<file path="src/rtl/uart_frame_router.sv">
// Framed-byte router: parses SOF/CMD/LEN/payload/CSUM frames from a UART byte
// stream and forwards payload through a shared channel-tagged FIFO.
module uart_frame_router #(
  parameter int N_CH    = 2,
  parameter int DEPTH   = 16,
  parameter int CSUM_EN = 1,
  parameter int TO_CYC  = 100000
) (
  input  logic             clk,
  input  logic             rst,
  input  logic [7:0]       rx_data,
  input  logic             rx_valid,
  output logic [7:0]       out_data,
  output logic [N_CH-1:0]  out_valid,
  input  logic [N_CH-1:0]  out_ready,
  output logic [7:0]       cmd,
  output logic [15:0]      rx_cnt,
  output logic             frame_done,
  output logic             frame_err,
  output logic [2:0]       err_code,
  output logic             busy
);

  localparam int CH_W = (N_CH > 1) ? $clog2(N_CH) : 1;
  localparam int AW   = $clog2(DEPTH);
  localparam int TW   = $clog2(TO_CYC + 1);
  localparam logic [7:0] SOF_BYTE = 8'h55;

  typedef enum logic [2:0] {
    ST_IDLE    = 3'd0,
    ST_CMD     = 3'd1,
    ST_LEN_H   = 3'd2,
    ST_LEN_L   = 3'd3,
    ST_PAYLOAD = 3'd4,
    ST_CSUM    = 3'd5
  } state_t;

  function automatic logic [7:0] csum_step(input logic [7:0] acc, input logic [7:0] b);
    return acc ^ b;
  endfunction

  // Error priority: overflow > bad channel > checksum.
  function automatic logic [2:0] err_pick(input logic ovf, input logic bad, input logic csum);
    logic [2:0] code;
    if (ovf) begin
      code = 3'd4;
    end else if (bad) begin
      code = 3'd2;
    end else if (csum) begin
      code = 3'd1;
    end else begin
      code = 3'd0;
    end
    return code;
  endfunction

  state_t              state_r;
  logic [7:0]          cmd_r;
  logic [7:0]          len_h_r;
  logic [15:0]         len_r;
  logic [15:0]         rx_cnt_r;
  logic [7:0]          csum_r;
  logic                bad_ch_r;
  logic                ovf_r;
  logic                csum_bad_r;
  logic                done_r;
  logic                err_r;
  logic [2:0]          err_code_r;
  logic [TW-1:0]       idle_cnt_r;

  logic [CH_W+7:0]     mem_r [DEPTH];
  logic [AW-1:0]       wr_ptr_r;
  logic [AW-1:0]       rd_ptr_r;
  logic [AW:0]         count_r;

  logic                empty_s;
  logic                full_s;
  logic [CH_W-1:0]     head_ch_s;
  logic [7:0]          head_data_s;
  logic [N_CH-1:0]     out_valid_s;
  logic                pop_s;
  logic                pay_s;
  logic                push_s;
  logic                drop_s;
  logic                mism_s;
  logic                timeout_s;

  // FIFO status, head decode, push/pop/drop qualification.
  always_comb begin
    empty_s     = (count_r == {(AW+1){1'b0}});
    full_s      = (count_r == (AW+1)'(DEPTH));
    {head_ch_s, head_data_s} = mem_r[rd_ptr_r];
    out_valid_s = '0;
    for (int i = 0; i < N_CH; i++) begin
      out_valid_s[i] = !empty_s && (head_ch_s == CH_W'(i));
    end
    pop_s     = |(out_valid_s & out_ready);
    pay_s     = rx_valid && (state_r == ST_PAYLOAD) && !bad_ch_r;
    push_s    = pay_s && (!full_s || pop_s);
    drop_s    = pay_s && full_s && !pop_s;
    mism_s    = (rx_data != csum_r);
    timeout_s = (state_r != ST_IDLE) && !rx_valid && (idle_cnt_r == TW'(TO_CYC - 1));
  end

  assign out_valid  = out_valid_s;
  assign out_data   = empty_s ? 8'h00 : head_data_s;
  assign busy       = (state_r != ST_IDLE) || !empty_s;
  assign cmd        = cmd_r;
  assign rx_cnt     = rx_cnt_r;
  assign frame_done = done_r;
  assign frame_err  = err_r;
  assign err_code   = err_code_r;

  // FIFO storage; contents are don't-care while the occupancy count says empty.
  always_ff @(posedge clk) begin
    if (push_s) begin
      mem_r[wr_ptr_r] <= {cmd_r[CH_W-1:0], rx_data};
    end
  end

  // FIFO pointers and occupancy.
  always_ff @(posedge clk) begin
    if (rst) begin
      wr_ptr_r <= {AW{1'b0}};
      rd_ptr_r <= {AW{1'b0}};
      count_r  <= {(AW+1){1'b0}};
    end else begin
      if (push_s) begin
        wr_ptr_r <= wr_ptr_r + AW'(1);
      end
      if (pop_s) begin
        rd_ptr_r <= rd_ptr_r + AW'(1);
      end
      case ({push_s, pop_s})
        2'b10:   count_r <= count_r + (AW+1)'(1);
        2'b01:   count_r <= count_r - (AW+1)'(1);
        default: count_r <= count_r;
      endcase
    end
  end

  // Frame parser FSM with registered status outputs and inter-byte timeout.
  always_ff @(posedge clk) begin
    if (rst) begin
      state_r    <= ST_IDLE;
      cmd_r      <= 8'h00;
      len_h_r    <= 8'h00;
      len_r      <= 16'h0000;
      rx_cnt_r   <= 16'h0000;
      csum_r     <= 8'h00;
      bad_ch_r   <= 1'b0;
      ovf_r      <= 1'b0;
      csum_bad_r <= 1'b0;
      done_r     <= 1'b0;
      err_r      <= 1'b0;
      err_code_r <= 3'd0;
      idle_cnt_r <= {TW{1'b0}};
    end else begin
      done_r <= 1'b0;
      err_r  <= 1'b0;
      if (rx_valid || (state_r == ST_IDLE) || timeout_s) begin
        idle_cnt_r <= {TW{1'b0}};
      end else begin
        idle_cnt_r <= idle_cnt_r + TW'(1);
      end

      if (timeout_s) begin
        err_r      <= 1'b1;
        err_code_r <= 3'd3;
        state_r    <= ST_IDLE;
      end else if (rx_valid) begin
        case (state_r)
          ST_IDLE: begin
            if (rx_data == SOF_BYTE) begin
              state_r    <= ST_CMD;
              rx_cnt_r   <= 16'h0000;
              err_code_r <= 3'd0;
              bad_ch_r   <= 1'b0;
              ovf_r      <= 1'b0;
              csum_bad_r <= 1'b0;
              csum_r     <= 8'h00;
            end
          end
          ST_CMD: begin
            cmd_r    <= rx_data;
            bad_ch_r <= ({1'b0, rx_data[CH_W-1:0]} >= (CH_W+1)'(N_CH));
            csum_r   <= csum_step(csum_r, rx_data);
            state_r  <= ST_LEN_H;
          end
          ST_LEN_H: begin
            len_h_r <= rx_data;
            csum_r  <= csum_step(csum_r, rx_data);
            state_r <= ST_LEN_L;
          end
          ST_LEN_L: begin
            len_r  <= {len_h_r, rx_data};
            csum_r <= csum_step(csum_r, rx_data);
            if ({len_h_r, rx_data} != 16'h0000) begin
              state_r <= ST_PAYLOAD;
            end else if (CSUM_EN != 0) begin
              state_r <= ST_CSUM;
            end else begin
              state_r    <= ST_IDLE;
              done_r     <= 1'b1;
              err_r      <= (err_pick(ovf_r, bad_ch_r, csum_bad_r) != 3'd0);
              err_code_r <= err_pick(ovf_r, bad_ch_r, csum_bad_r);
            end
          end
          ST_PAYLOAD: begin
            rx_cnt_r <= rx_cnt_r + 16'd1;
            csum_r   <= csum_step(csum_r, rx_data);
            ovf_r    <= ovf_r | drop_s;
            if (rx_cnt_r + 16'd1 == len_r) begin
              if (CSUM_EN != 0) begin
                state_r <= ST_CSUM;
              end else begin
                state_r    <= ST_IDLE;
                done_r     <= 1'b1;
                err_r      <= (err_pick(ovf_r | drop_s, bad_ch_r, csum_bad_r) != 3'd0);
                err_code_r <= err_pick(ovf_r | drop_s, bad_ch_r, csum_bad_r);
              end
            end
          end
          ST_CSUM: begin
            csum_bad_r <= csum_bad_r | mism_s;
            state_r    <= ST_IDLE;
            done_r     <= 1'b1;
            err_r      <= (err_pick(ovf_r, bad_ch_r, csum_bad_r | mism_s) != 3'd0);
            err_code_r <= err_pick(ovf_r, bad_ch_r, csum_bad_r | mism_s);
          end
          default: begin
            state_r <= ST_IDLE;
          end
        endcase
      end
    end
  end

endmodule

</file>
<file path="config.mk">
export PLATFORM = sky130hd
export DESIGN_NAME = uart_frame_router
export DESIGN_NICKNAME = d
export VERILOG_FILES = /design/src/rtl/uart_frame_router.sv
export SDC_FILE = /design/constraint.sdc
export NUM_CORES = 1
export LEC_CHECK = 0
export BUFFER_PORTS_ARGS = -buffer_cell sky130_fd_sc_hd__buf_2
export CAP_MARGIN = 15
export CORE_MARGIN = 8
export CORE_UTILIZATION = 61
export DETAILED_ROUTE_END_ITERATION = 10
export GPL_TIMING_DRIVEN = 0
export PLACE_DENSITY = 0.83
export RECOVER_POWER = 50
export SLEW_MARGIN = 15
export SYNTH_ARGS = -nofsm -noshare
export SYNTH_HDL_FRONTEND = slang
export SYNTH_SLANG_ARGS = --single-unit
</file>
<file path="constraint.sdc">
create_clock -name clk -period 3.46 [get_ports clk]
set_clock_uncertainty 0.1 [all_clocks]
set_input_delay 0.692 -clock clk [delete_from_list [all_inputs] [get_ports clk]]
set_output_delay 0.692 -clock clk [all_outputs]
set_load 0.005 [all_outputs]
</file>
==> summary.txt, run 1 <==
Floorplan
  – Core Rows: 48
  – Die Ht: roughly 150 um
  – Floorplan core area: between 15000 and 20000 um2
  – Die area: about 22000 um2
  – Width of the die: 149 um
  – I/O pin cnt: 53
  – Starting Density: 62.3%

Clocking
  – Clock latency at the later pin of the worst-skew pair: 0.51 ns
  – Library cell used as clock root buffer: sky130_fd_sc_hd__clkbuf_16
  – Number of hold buffers added after cts: 0
  – Maximum root-to-sink buffer count: 3
  – Clock tree from TritonCTS: done
  – Clock tree sinks: around 240
  – Number of buffers added by the clock tree synthesis step: 24
  – Clock-pin slew reported for the worst setup and hold paths after clock tree synthesis: 0.07 ns
  – H-tree Lvls: 1

GRT
  – Vias in the first global route: 7727
  – Global route total overflow: 0
  – Pin count of the biggest net entering global routing: 24
  – Antenna violations before repair: 1
  – GRT Total Usage: between 20 and 25%
  – First-pass GRT wire length: about 42 mm

Yosys
  – Prevailing post-synth register cell: sky130_fd_sc_hd__edfxtp_1
  – Top-area cell type share of the netlist area: around two fifths
  – Count of flip-flops with a built-in enable after synthesis: 144
  – Net count after synthesis: 926
  – Post-synthesis cell area: ~11000 um2
  – Post-Synthesis Cells: 902
  – Post-synthesis area per instance: 12.0 um2
  – Yosys Warn Count: 0
  – Flip-flop and latch count after synthesis: approximately 240
  – Sequential element share of the synthesized area: roughly 60%
  – Cell accounting for the most synthesized area: sky130_fd_sc_hd__edfxtp_1
  – Unique masters post-synth: 63
  – Async SR Flop Fraction: 0%
  – Most area-consuming cells after synthesis: sky130_fd_sc_hd__edfxtp_1 40%, sky130_fd_sc_hd__dfxtp_1 19%, sky130_fd_sc_hd__mux4_2 9.2%, sky130_fd_sc_hd__nand2_1 3.3%, sky130_fd_sc_hd__a21oi_1 3.3%

Status
  – Outcome: complete, but fails checks
  – Violations in the final reports: negative setup slack

Cells and area
  – Diode insertion count for antenna repair: 0
  – Layout cell share with drive strength beyond 1: between 10% and 20%
  – Area added between synthesis and finish: 14.2%
  – Net count reported at finish: 1012
  – Top library cells by usage in the layout, fill and taps aside: 144 x sky130_fd_sc_hd__edfxtp_1, 99 x sky130_fd_sc_hd__dfxtp_1, 96 x sky130_fd_sc_hd__nand2_1, 77 x sky130_fd_sc_hd__clkbuf_1, 76 x sky130_fd_sc_hd__nor2_1
  – Final core utilization: a little under three quarters
  – Most common cell after layout, fill and taps aside: sky130_fd_sc_hd__edfxtp_1
  – Cell area after layout: 12300 um2

Setup path
  – Critical path's slowest cell: sky130_fd_sc_hd__nor2_1
  – CP Cell Sequence: buf_6 > mux4_2 > mux2i_4 > mux2i_1 > nor4_4 > nand2_2 > nor2_1
  – Kind of launch point of the worst setup path: register
  – Data arrival time of the critical path: 3.53 ns
  – Critical setup path kind: reg2reg
  – Worst Path Required: 3.49 ns
  – CP max FO: 9
  – Element type at the critical path end: register
  – CP peak stage delay: roughly 0.79 ns

Drt
  – First drt pass iteration count: 5
  – Starting DRC count in detailed routing: approximately 880
  – Number of nets with antenna violations after routing: 0
  – Remaining design rule violation count: 0
  – Vias post-DR: 7821
  – Number of vias per cell: 6.35
  – Routed WL per cell: 22.2 um
  – Post-detailed-routing wire length: approximately 27 mm

Power and ir drop
  – Worst voltage drop across the vdd grid: about 0.44 mV
  – Reported leakage power: 3.94 nW
  – PD cells: slightly above 500 nW/um2

Placed design
  – Routability Congestion: roughly 0.9
  – Instance area after placement: 11300 um2
  – IO Port Bufs: 52
  – Post-DP HPWL: between 15 and 20 mm

STA
  – Unrepaired setup endpoints after global routing: yes
  – Number of hold violations in the final report: 0
  – Hold Slack: around 0.36 ns
  – Minimum setup slack in the final design: -0.0466 ns
  – Slew at the pin with the worst max-slew slack: approximately 1.2 ns
  – Final-report max-slew violation count: 0
  – Worst slew margin relative to its limit: between 20% and 30%
  – Setup Viol. Count Final: 18
  – Final Cycle Share: 101%
  – Final Critical Period: approximately 3.5 ns
  – F_max: 285 MHz

Flow run
  – Max-cap violations: 0

Worst hold path
  – Path category of the worst min-delay check: reg2reg
## metal layers
layer	track usage, %	vias up	part of all wire (%)
met5	0	-	0.048
met4	10.3	2	3.2
met3	3.88	71	7.8
met2	41.7	417	51
met1	30.3	3830	38
li1	-	3501	-
## Yosys cell counts, types with 12 or more instances
cell type / number
sky130_fd_sc_hd__nor3_1: 12
sky130_fd_sc_hd__nor2_1: 85
sky130_fd_sc_hd__nor2b_1: 18
sky130_fd_sc_hd__edfxtp_1: 144
sky130_fd_sc_hd__inv_1: 13
sky130_fd_sc_hd__nand3_1: 25
sky130_fd_sc_hd__clkbuf_1: 49
sky130_fd_sc_hd__mux4_2: 44
sky130_fd_sc_hd__and3_1: 13
sky130_fd_sc_hd__nor4_1: 13
sky130_fd_sc_hd__nand4_1: 13
sky130_fd_sc_hd__xor2_1: 17
sky130_fd_sc_hd__nand2_1: 96
sky130_fd_sc_hd__o21ai_0: 34
sky130_fd_sc_hd__xnor2_1: 23
sky130_fd_sc_hd__a21oi_1: 71
sky130_fd_sc_hd__dfxtp_1: 100
## through the flow
step / power (W) / setup slack (ns) / std cells / TNS [ns]
after floorplan: 0.00357 / 0.288 / 902 / 0
after global placement: 0.00376 / -0.541 / 1179 / -19.79
after detailed placement: 0.00377 / -0.447 / 1180 / -27.93
after CTS: 0.00631 / 0.00595 / 1226 / 0
after global routing: 0.00651 / -0.142 / 1231 / -2.45
final: 0.00634 / -0.0466 / 1231 / -0.526
## path summary, 6_finish.rpt
| kind | depth (start not counted) | slack (ns) | start | endpoint |
|---|---|---|---|---|
| hold reg to reg | 2 | 0.36 | cmd[5]$_SDFFE_PP0P_ | cmd[5]$_SDFFE_PP0P_ |
| setup / recovery | 7 | -0.05 | register | mem_r[11][4]$_DFFE_PP_ |
| setup reg to reg | 7 | -0.05 | register | mem_r[11][4]$_DFFE_PP_ |
| hold / removal | 2 | 0.36 | cmd[5]$_SDFFE_PP0P_ | cmd[5]$_SDFFE_PP0P_ |
## power by group
part	switching, W	internal [W]	total (W)
combinational	0.000386	0.000297	0.000682
sequential	0.0000168	0.00308	0.00310
clock	0.00110	0.00146	0.00256
## area by class of cell
class                   count  area [um2]
plain buffers              57         253
inverters                  13        48.8
repair buffers             61         325
well taps                 225         282
fillers                  1136        4990
flip-flops and latches    244        6330
multi-input cells         587        4310
clock inverters            10        85.1
clock buffers              34         682
## worst max-delay path, delay by kind of cell (launching register included)
| kind | cells | cell delay (ns) |
|---|---|---|
| AND/OR/NAND/NOR | 3 | 1.62 |
| multiplexers | 3 | 0.89 |
| buffers and inverters | 1 | 0.15 |
| flip-flops | 1 | 0.34 |
## sequential cells by signal (all words and copies together) (netlist names), 3 cells and up, named ones only
signal,flops
mem_r,144
idle_cnt_r,17
len_r,16
rx_cnt,16
cmd,8
csum_r,8
len_h_r,8
count_r,5
rd_ptr_r,4
wr_ptr_r,4
err_code,3
state_r,3
## what timing repair did
item / CTS / global route
pin swaps: 3 / 2
gates resized for setup: 44 / 8
setup endpoints to repair: 146 / 65
setup buffers: 3 / 5
cloned: 0 / 0
## cells by family after synthesis
logic type / count (synthesis) / synth area share (%)
adders and majority gates: 11 / 1.35
DFF: 244 / 58.7
and+or+nand+nor: 330 / 15.2
AOI/OAI and AO/OA: 149 / 8.11
muxes: 56 / 10.5
buffers and inverters: 71 / 2.63
xor gates and xnor gates: 41 / 3.47
Power figures use the tool's default switching activity.
==> run 2: changes to the inputs <==
BUFFER_PORTS_ARGS = not set   (was -buffer_cell sky130_fd_sc_hd__buf_2)
CORE_UTILIZATION = 63   (was 61)
DONT_BUFFER_PORTS = 1   (was not set)
==> run 2 against run 1 <==
The run now ends clean. Flip-flop and latch count did not move. Wire length fell by 3.1%. Highest routed layer is now met4. Count of clock-buffer cells in the layout is 2 lower.
==> summary.txt, run 2 (synthesis results as in run 1) <==
Power and ir drop
  – Reported leakage power: 3.81 nW (-3.2%)
  – PD cells: 523 nW/um2 (+1.5%)
  – Worst voltage drop across the vdd grid: 0.605 mV (+39%)

Drt
  – Number of nets with antenna violations after routing: 0 (unchanged)
  – First drt pass iteration count: 5 (unchanged)
  – Number of vias per cell: 6.38 (+0.46%)
  – Vias post-DR: 7538 (-3.6%)
  – Post-detailed-routing wire length: 26.4 mm (-3.1%)
  – Remaining design rule violation count: 0 (unchanged)
  – Routed WL per cell: 22.4 um (+0.97%)
  – Starting DRC count in detailed routing: 769 (-13%)

Cells and area
  – Register with the most flip-flops: mem_r
  – Layout cell share with drive strength beyond 1: 13.9% (-0.90 points)
  – Post-route non-filler standard cell count: 1181 (-4.1%)
  – Fill count: 1094 (-3.7%)
  – Biggest regs: mem_r x144, idle_cnt_r x17
  – Flip-flop count of the largest register, all copies and words added: 144 (unchanged)
  – Top library cells by usage in the layout, fill and taps aside: 144 x sky130_fd_sc_hd__edfxtp_1, 99 x sky130_fd_sc_hd__dfxtp_1, 96 x sky130_fd_sc_hd__nand2_1, 73 x sky130_fd_sc_hd__nor2_1, 69 x sky130_fd_sc_hd__a21oi_1
  – Area added between synthesis and finish: 12.6%
  – Most common cell after layout, fill and taps aside: sky130_fd_sc_hd__edfxtp_1
  – Diode insertion count for antenna repair: 0 (unchanged)
  – Net count reported at finish: 962 (-4.9%)
  – FF/Latch Area: 6330 um2 (unchanged)
  – Multi-input logic area: 4310 um2 (about the same)

Clocking
  – Library cell used as clock root buffer: sky130_fd_sc_hd__clkbuf_16
  – Clock latency at the later pin of the worst-skew pair: 0.51 ns (about the same)
  – Clock-pin slew reported for the worst setup and hold paths after clock tree synthesis: 0.07 ns (about the same)
  – Number of hold buffers added after cts: 0 (unchanged)
  – H-tree Lvls: 1 (unchanged)
  – Clock tree sinks: 244 (unchanged)
  – Number of buffers added by the clock tree synthesis step: 24 (unchanged)
  – Clock tree from TritonCTS: done
  – Maximum root-to-sink buffer count: 3 (unchanged)

STA
  – Hold Slack: 0.171 ns (-0.190 ns)
  – Worst slew margin relative to its limit: 31.3% (+9.0 points)
  – Number of hold violations in the final report: 0 (unchanged)
  – Final Critical Period: 3.39 ns (-0.113 ns)
  – Final Cycle Share: 98.1% (-3.3 points)
  – Final-report max-slew violation count: 0 (unchanged)
  – Final sum of negative setup slack: 0 ns (+0.526 ns)
  – Setup Viol. Count Final: 0 (-18)
  – Slew at the pin with the worst max-slew slack: 1.02 ns (-0.142 ns)
  – F_max: 295 MHz (+3.3%)
  – Minimum setup slack in the final design: 0.0667 ns (+0.113 ns)

GRT
  – First-pass GRT wire length: 41.6 mm (-1.9%)
  – Pin count of the biggest net entering global routing: 24 (unchanged)
  – Antenna violations before repair: 0 (-1)
  – Global route total overflow: 0 (unchanged)
  – GRT Total Usage: 24.6% (+0.22 points)
  – Vias in the first global route: 7333 (-5.1%)

Setup path
  – Data arrival time of the critical path: 3.69 ns (+0.16 ns)
  – Worst Path Required: 3.76 ns (+0.27 ns)
  – Number of cells on the worst reg-to-reg path: 12 (+5)
  – Kind of launch point of the worst setup path: register
  – Worst setup endpoint: count_r[4]$_SDFFE_PP0P_
  – Reg-to-reg setup timing slack: 0.07 ns (+0.11 ns)
  – Critical setup path kind: reg2reg
  – CP max FO: 9 (unchanged)
  – Endpoint of the lowest-slack register-to-register path: count_r[4]$_SDFFE_PP0P_
  – Element type at the critical path end: register

Placed design
  – Post-DP HPWL: 17.1 mm (-1.1%)
  – Pre-CTS WS: -0.371 ns (+0.0758 ns)
  – IO Port Bufs: 0 (-100%)
  – Routability Congestion: 0.920 (+3.9%)
  – Number of cells after detailed placement: 1128 (-4.4%)

Floorplan
  – Width of the die: 147 um (-1.4%)
  – I/O pin cnt: 53 (unchanged)
  – Die Ht: 147 um (-1.4%)
  – Starting Density: 63.4% (+1.1 points)
  – Die area: 21600 um2 (-2.8%)
  – Floorplan core area: 17000 um2 (-1.7%)
  – Core Rows: 48 (unchanged)

Flow run
  – Max-cap violations: 0 (unchanged)

Status
  – Outcome: complete, no violations

Worst hold path
  – Path category of the worst min-delay check: in2reg
==> run 2: critical path: stages (launching register included) <==
cell                       delay, ns
sky130_fd_sc_hd__dfxtp_1        0.33
sky130_fd_sc_hd__buf_6          0.17
sky130_fd_sc_hd__mux4_2         0.55
sky130_fd_sc_hd__mux2i_4        0.21
sky130_fd_sc_hd__buf_4          0.17
sky130_fd_sc_hd__mux2i_4        0.08
sky130_fd_sc_hd__o21a_4         0.26
sky130_fd_sc_hd__fa_1           0.40
sky130_fd_sc_hd__a21o_1         0.20
sky130_fd_sc_hd__a21oi_2        0.21
sky130_fd_sc_hd__nor3_1         0.07
sky130_fd_sc_hd__a22o_1         0.23
sky130_fd_sc_hd__a211oi_1       0.30
==> run 2: worst min path at each step <==
stage / from / end / cells past startpoint
2_1_floorplan: len_h_r[6]$_SDFFE_PP0P_ / len_r[14]$_SDFFE_PP0P_ / 2
3_3_place_gp: idle_cnt_r[0]$_SDFF_PP0_ / idle_cnt_r[0]$_SDFF_PP0_ / 1
3_5_place_dp: idle_cnt_r[0]$_SDFF_PP0_ / idle_cnt_r[0]$_SDFF_PP0_ / 1
4_1_cts: rx_data[2] / mem_r[14][2]$_DFFE_PP_ / 0
5_1_grt: rx_data[4] / mem_r[13][4]$_DFFE_PP_ / 0
6_report: rx_data[2] / mem_r[14][2]$_DFFE_PP_ / 0
==> run 2: through the flow <==
step                      cell area, um2  total power (W)  utilization [%]
after CTS                          12000          0.00632             70.7
after detailed placement           11100          0.00370             65.2
final                              12100          0.00634             71.4
after global placement             11100          0.00368             65.1
after global routing               12100          0.00652             71.4
after floorplan                    10800          0.00357                -
==> run 2: power breakdown <==
group / switching (W) / internal (W)
Sequential: 0.0000155 / 0.00308
Clock: 0.00108 / 0.00157
Combinational: 0.000335 / 0.000264
Total: 0.00143 / 0.00492
==> run 2: area by class of cell <==
type | instances | share of cell area, %
buffer | 57 | 2.10
timing repair buffer | 11 | 0.918
inverter | 13 | 0.402
clock buffer | 32 | 5.45
clock inverter | 12 | 1.16
tap | 225 | 2.32
sequential | 244 | 52.1
multi-input combinational | 587 | 35.5
==> run 2: per-layer routing <==
metal / track usage (%) / part of all wire, % / vias up
met3: 4.61 / 8.6 / 60
met1: 30.2 / 38 / 3666
li1: - / - / 3409
met4: 8.66 / 3.0 / 0
met5: 0 / 0 / -
met2: 42.7 / 51 / 403
==> run 2: timing repair <==
item | in CTS | in global routing
resized for setup | 42 | 12
pin swaps | 2 | 3
endpoints found under the setup margin | 145 | 79
buffers inserted | 4 | 6
==> run 3: changes to the inputs <==
==> constraint.sdc (replaced) <==
create_clock -name clk -period 3.46 [get_ports clk]
set_clock_uncertainty 0.1 [all_clocks]
set_input_delay 0.346 -clock clk [delete_from_list [all_inputs] [get_ports clk]]
set_output_delay 0.346 -clock clk [all_outputs]
set_load 0.005 [all_outputs]
==> run 3 against run 2 <==
Fmax rose by 0.72%. Final cell count rose by 1.2%. Flip-flop and latch count did not move. Register-to-register slack improved by 0.02 ns. Worst setup slack improved by 0.024 ns. Design area rose by 1.2%. Largest power group unchanged. Highest routed layer unchanged.
==> summary.txt, run 3 (synthesis results as in run 1) <==
Drt
  – Vias post-DR: 7731 (+2.6%)
  – Remaining design rule violation count: 0 (unchanged)
  – First drt pass iteration count: 6 (+1)
  – Post-detailed-routing wire length: 28.0 mm (+5.7%)
  – Number of nets with antenna violations after routing: 0 (unchanged)
  – Starting DRC count in detailed routing: 777 (+1.0%)
  – Routed WL per cell: 23.4 um (+4.5%)
  – Number of vias per cell: 6.47 (+1.4%)

Clocking
  – Number of buffers added by the clock tree synthesis step: 24 (unchanged)
  – Clock-pin slew reported for the worst setup and hold paths after clock tree synthesis: 0.07 ns (about the same)
  – Library cell used as clock root buffer: sky130_fd_sc_hd__clkbuf_16
  – Clock tree sinks: 244 (unchanged)
  – Clock tree from TritonCTS: done
  – Maximum root-to-sink buffer count: 3 (unchanged)
  – Clock latency at the later pin of the worst-skew pair: 0.51 ns (about the same)
  – H-tree Lvls: 1 (unchanged)

Worst hold path
  – Path category of the worst min-delay check: in2reg

Cells and area
  – Area added between synthesis and finish: 13.9%
  – Net count reported at finish: 976 (+1.5%)
  – Layout cell share with drive strength beyond 1: 13.9% (about the same)
  – Top library cells by usage in the layout, fill and taps aside: 144 x sky130_fd_sc_hd__edfxtp_1, 100 x sky130_fd_sc_hd__dfxtp_1, 96 x sky130_fd_sc_hd__nand2_1, 73 x sky130_fd_sc_hd__nor2_1, 69 x sky130_fd_sc_hd__a21oi_1
  – Final core utilization: 72.3% (+0.85 points)
  – Biggest regs: mem_r x144, idle_cnt_r x17
  – Flip-flop count of the largest register, all copies and words added: 144 (unchanged)
  – Most common cell after layout, fill and taps aside: sky130_fd_sc_hd__edfxtp_1
  – Diode insertion count for antenna repair: 0 (unchanged)
  – Fill count: 1072 (-2.0%)
  – Register with the most flip-flops: mem_r

STA
  – Final Critical Period: 3.37 ns (-0.0243 ns)
  – Final sum of negative setup slack: 0 ns (unchanged)
  – Worst slew margin relative to its limit: 34.4% (+3.1 points)
  – Final-report max-slew violation count: 0 (unchanged)
  – Final Cycle Share: 97.4% (-0.70 points)
  – F_max: 297 MHz (+0.72%)
  – Slew at the pin with the worst max-slew slack: 0.977 ns (-0.0456 ns)
  – Setup Viol. Count Final: 0 (unchanged)
  – Number of hold violations in the final report: 0 (unchanged)

Floorplan
  – Die area: 21600 um2 (unchanged)
  – Floorplan core area: 17000 um2 (unchanged)
  – I/O pin cnt: 53 (unchanged)
  – Width of the die: 147 um (unchanged)
  – Die Ht: 147 um (unchanged)
  – Starting Density: 63.4% (unchanged)
  – Core Rows: 48 (unchanged)

GRT
  – Vias in the first global route: 7378 (+0.61%)
  – GRT Total Usage: 24.9% (+0.30 points)
  – Antenna violations before repair: 0 (unchanged)
  – Pin count of the biggest net entering global routing: 22 (-8.3%)
  – Global route total overflow: 0 (unchanged)
  – First-pass GRT wire length: 42.0 mm (+1.0%)

Setup path
  – Critical path's slowest cell: sky130_fd_sc_hd__mux4_2
  – Kind of launch point of the worst setup path: register
  – Most repeated library cell on the critical path: sky130_fd_sc_hd__mux2i_4
  – Cell family with the largest share of critical-path delay: multiplexers
  – CP max FO: 9 (unchanged)
  – Worst Path Required: 3.73 ns (-0.03 ns)
  – Element type at the critical path end: register
  – CP Cell Sequence: buf_6 > mux4_2 > mux2i_4 > buf_4 > mux2i_4 > o21a_4 > ha_1 > a21o_1 > a21oi_2 > xor2_1 > nor3_1 > o21ai_0 > o311ai_1
  – Data arrival time of the critical path: 3.64 ns (-0.05 ns)
  – CP peak stage delay: 0.55 ns (about the same)
  – WP buf/inv: 2 (unchanged)
  – Reg-to-reg setup timing slack: 0.09 ns (+0.02 ns)
  – Critical setup path kind: reg2reg

Placed design
  – Post-DP HPWL: 17.1 mm (unchanged)
  – IO Port Bufs: 0 (unchanged)
  – Routability Congestion: 0.920 (unchanged)

Power and ir drop
  – Worst voltage drop across the vdd grid: 0.594 mV (-1.9%)
  – Clock Power Share: 41.5% (-0.2 points)
  – Switching Power: 0.00146 W (+2.3%)
  – Combinational share of power: 10.0% (+0.6 points)
  – Reported leakage power: 3.87 nW (+1.5%)
  – Design internal power: 0.00493 W (+0.18%)
  – Fraction of power spent switching nets: 22.9% (+0.37 points)
  – Reg power frac: 48.5% (-0.3 points)
  – PD cells: 520 nW/um2 (-0.53%)

Status
  – Outcome: complete, no violations

Flow run
  – Max-cap violations: 0 (unchanged)
-- run 3: changes by cell type in the layout (fill, tap and decap cells not counted), sizes merged --
cell / before / now
buf: 20 / 19
dlygate4sd3: 0 / 11
clkdlybuf4s15: 0 / 3
clkbuf: 80 / 81
-- run 3: cell type report --
class	instances	area [um2]	area share [%]
multi-input combinational	587	4300	35.0
clock inverter	12	141	1.15
inverter	13	48.8	0.397
timing repair buffer	24	249	2.03
tap	225	282	2.29
buffer	58	269	2.19
sequential	244	6330	51.5
clock buffer	32	662	5.39
-- run 3: timing repair --
action,in CTS,in global routing
endpoints found under the setup margin,145,100
hold endpoints to repair,141,0
setup buffers,4,8
pin swaps,2,4
hold buffers,11,0
gates resized for setup,30,16
gates cloned,0,0
-- run 3: worst paths after layout --
path                     startpoint                       to  cells past startpoint
min reg2reg  len_r[12]$_SDFFE_PP0P_   len_r[12]$_SDFFE_PP0P_                      2
min                      rx_data[3]   csum_r[3]$_SDFFE_PP0P_                      3
max                        register  count_r[3]$_SDFFE_PP0P_                     13
max reg2reg                register  count_r[3]$_SDFFE_PP0P_                     13
-- run 3: per-stage QoR --
stage	hold WS (ns)	setup WS, ns	power (W)	area [um2]	cells
final	0.0182	0.0910	0.00639	12300	1195
after global routing	0.0163	-0.0736	0.00656	12300	1195
after CTS	0.000281	0.0102	0.00636	12100	1187
after detailed placement	0.346	-0.371	0.00370	11100	1128
after global placement	0.346	-0.643	0.00368	11100	1127
after floorplan	0.340	0.288	0.00357	10800	902
-- run 3: metal layers --
layer / share of wire (%) / wire length (um) / GRT usage (%)
met3: 9.6 / 2690 / 5.08
met1: 37 / 10300 / 30.6
met2: 50 / 14000 / 43.3
met4: 3.2 / 901 / 7.88
met5: 0 / 0 / 0
-- run 3: power groups by stage --
| stage | logic, W | registers [W] | clock network [W] |
|---|---|---|---|
| after floorplan | 0.000412 | 0.00316 | 0 |
| after detailed placement | 0.000537 | 0.00316 | 0 |
| after global placement | 0.000518 | 0.00316 | 0 |
| final | 0.000640 | 0.00310 | 0.00265 |
| after global routing | 0.000682 | 0.00310 | 0.00278 |
| after CTS | 0.000599 | 0.00310 | 0.00266 |
-- run 3: tightest hold or removal path, stage by stage --
cell                      delay (ns)
sky130_fd_sc_hd__nor2b_1        0.12
sky130_fd_sc_hd__nand2_1        0.06
sky130_fd_sc_hd__a21oi_1        0.06
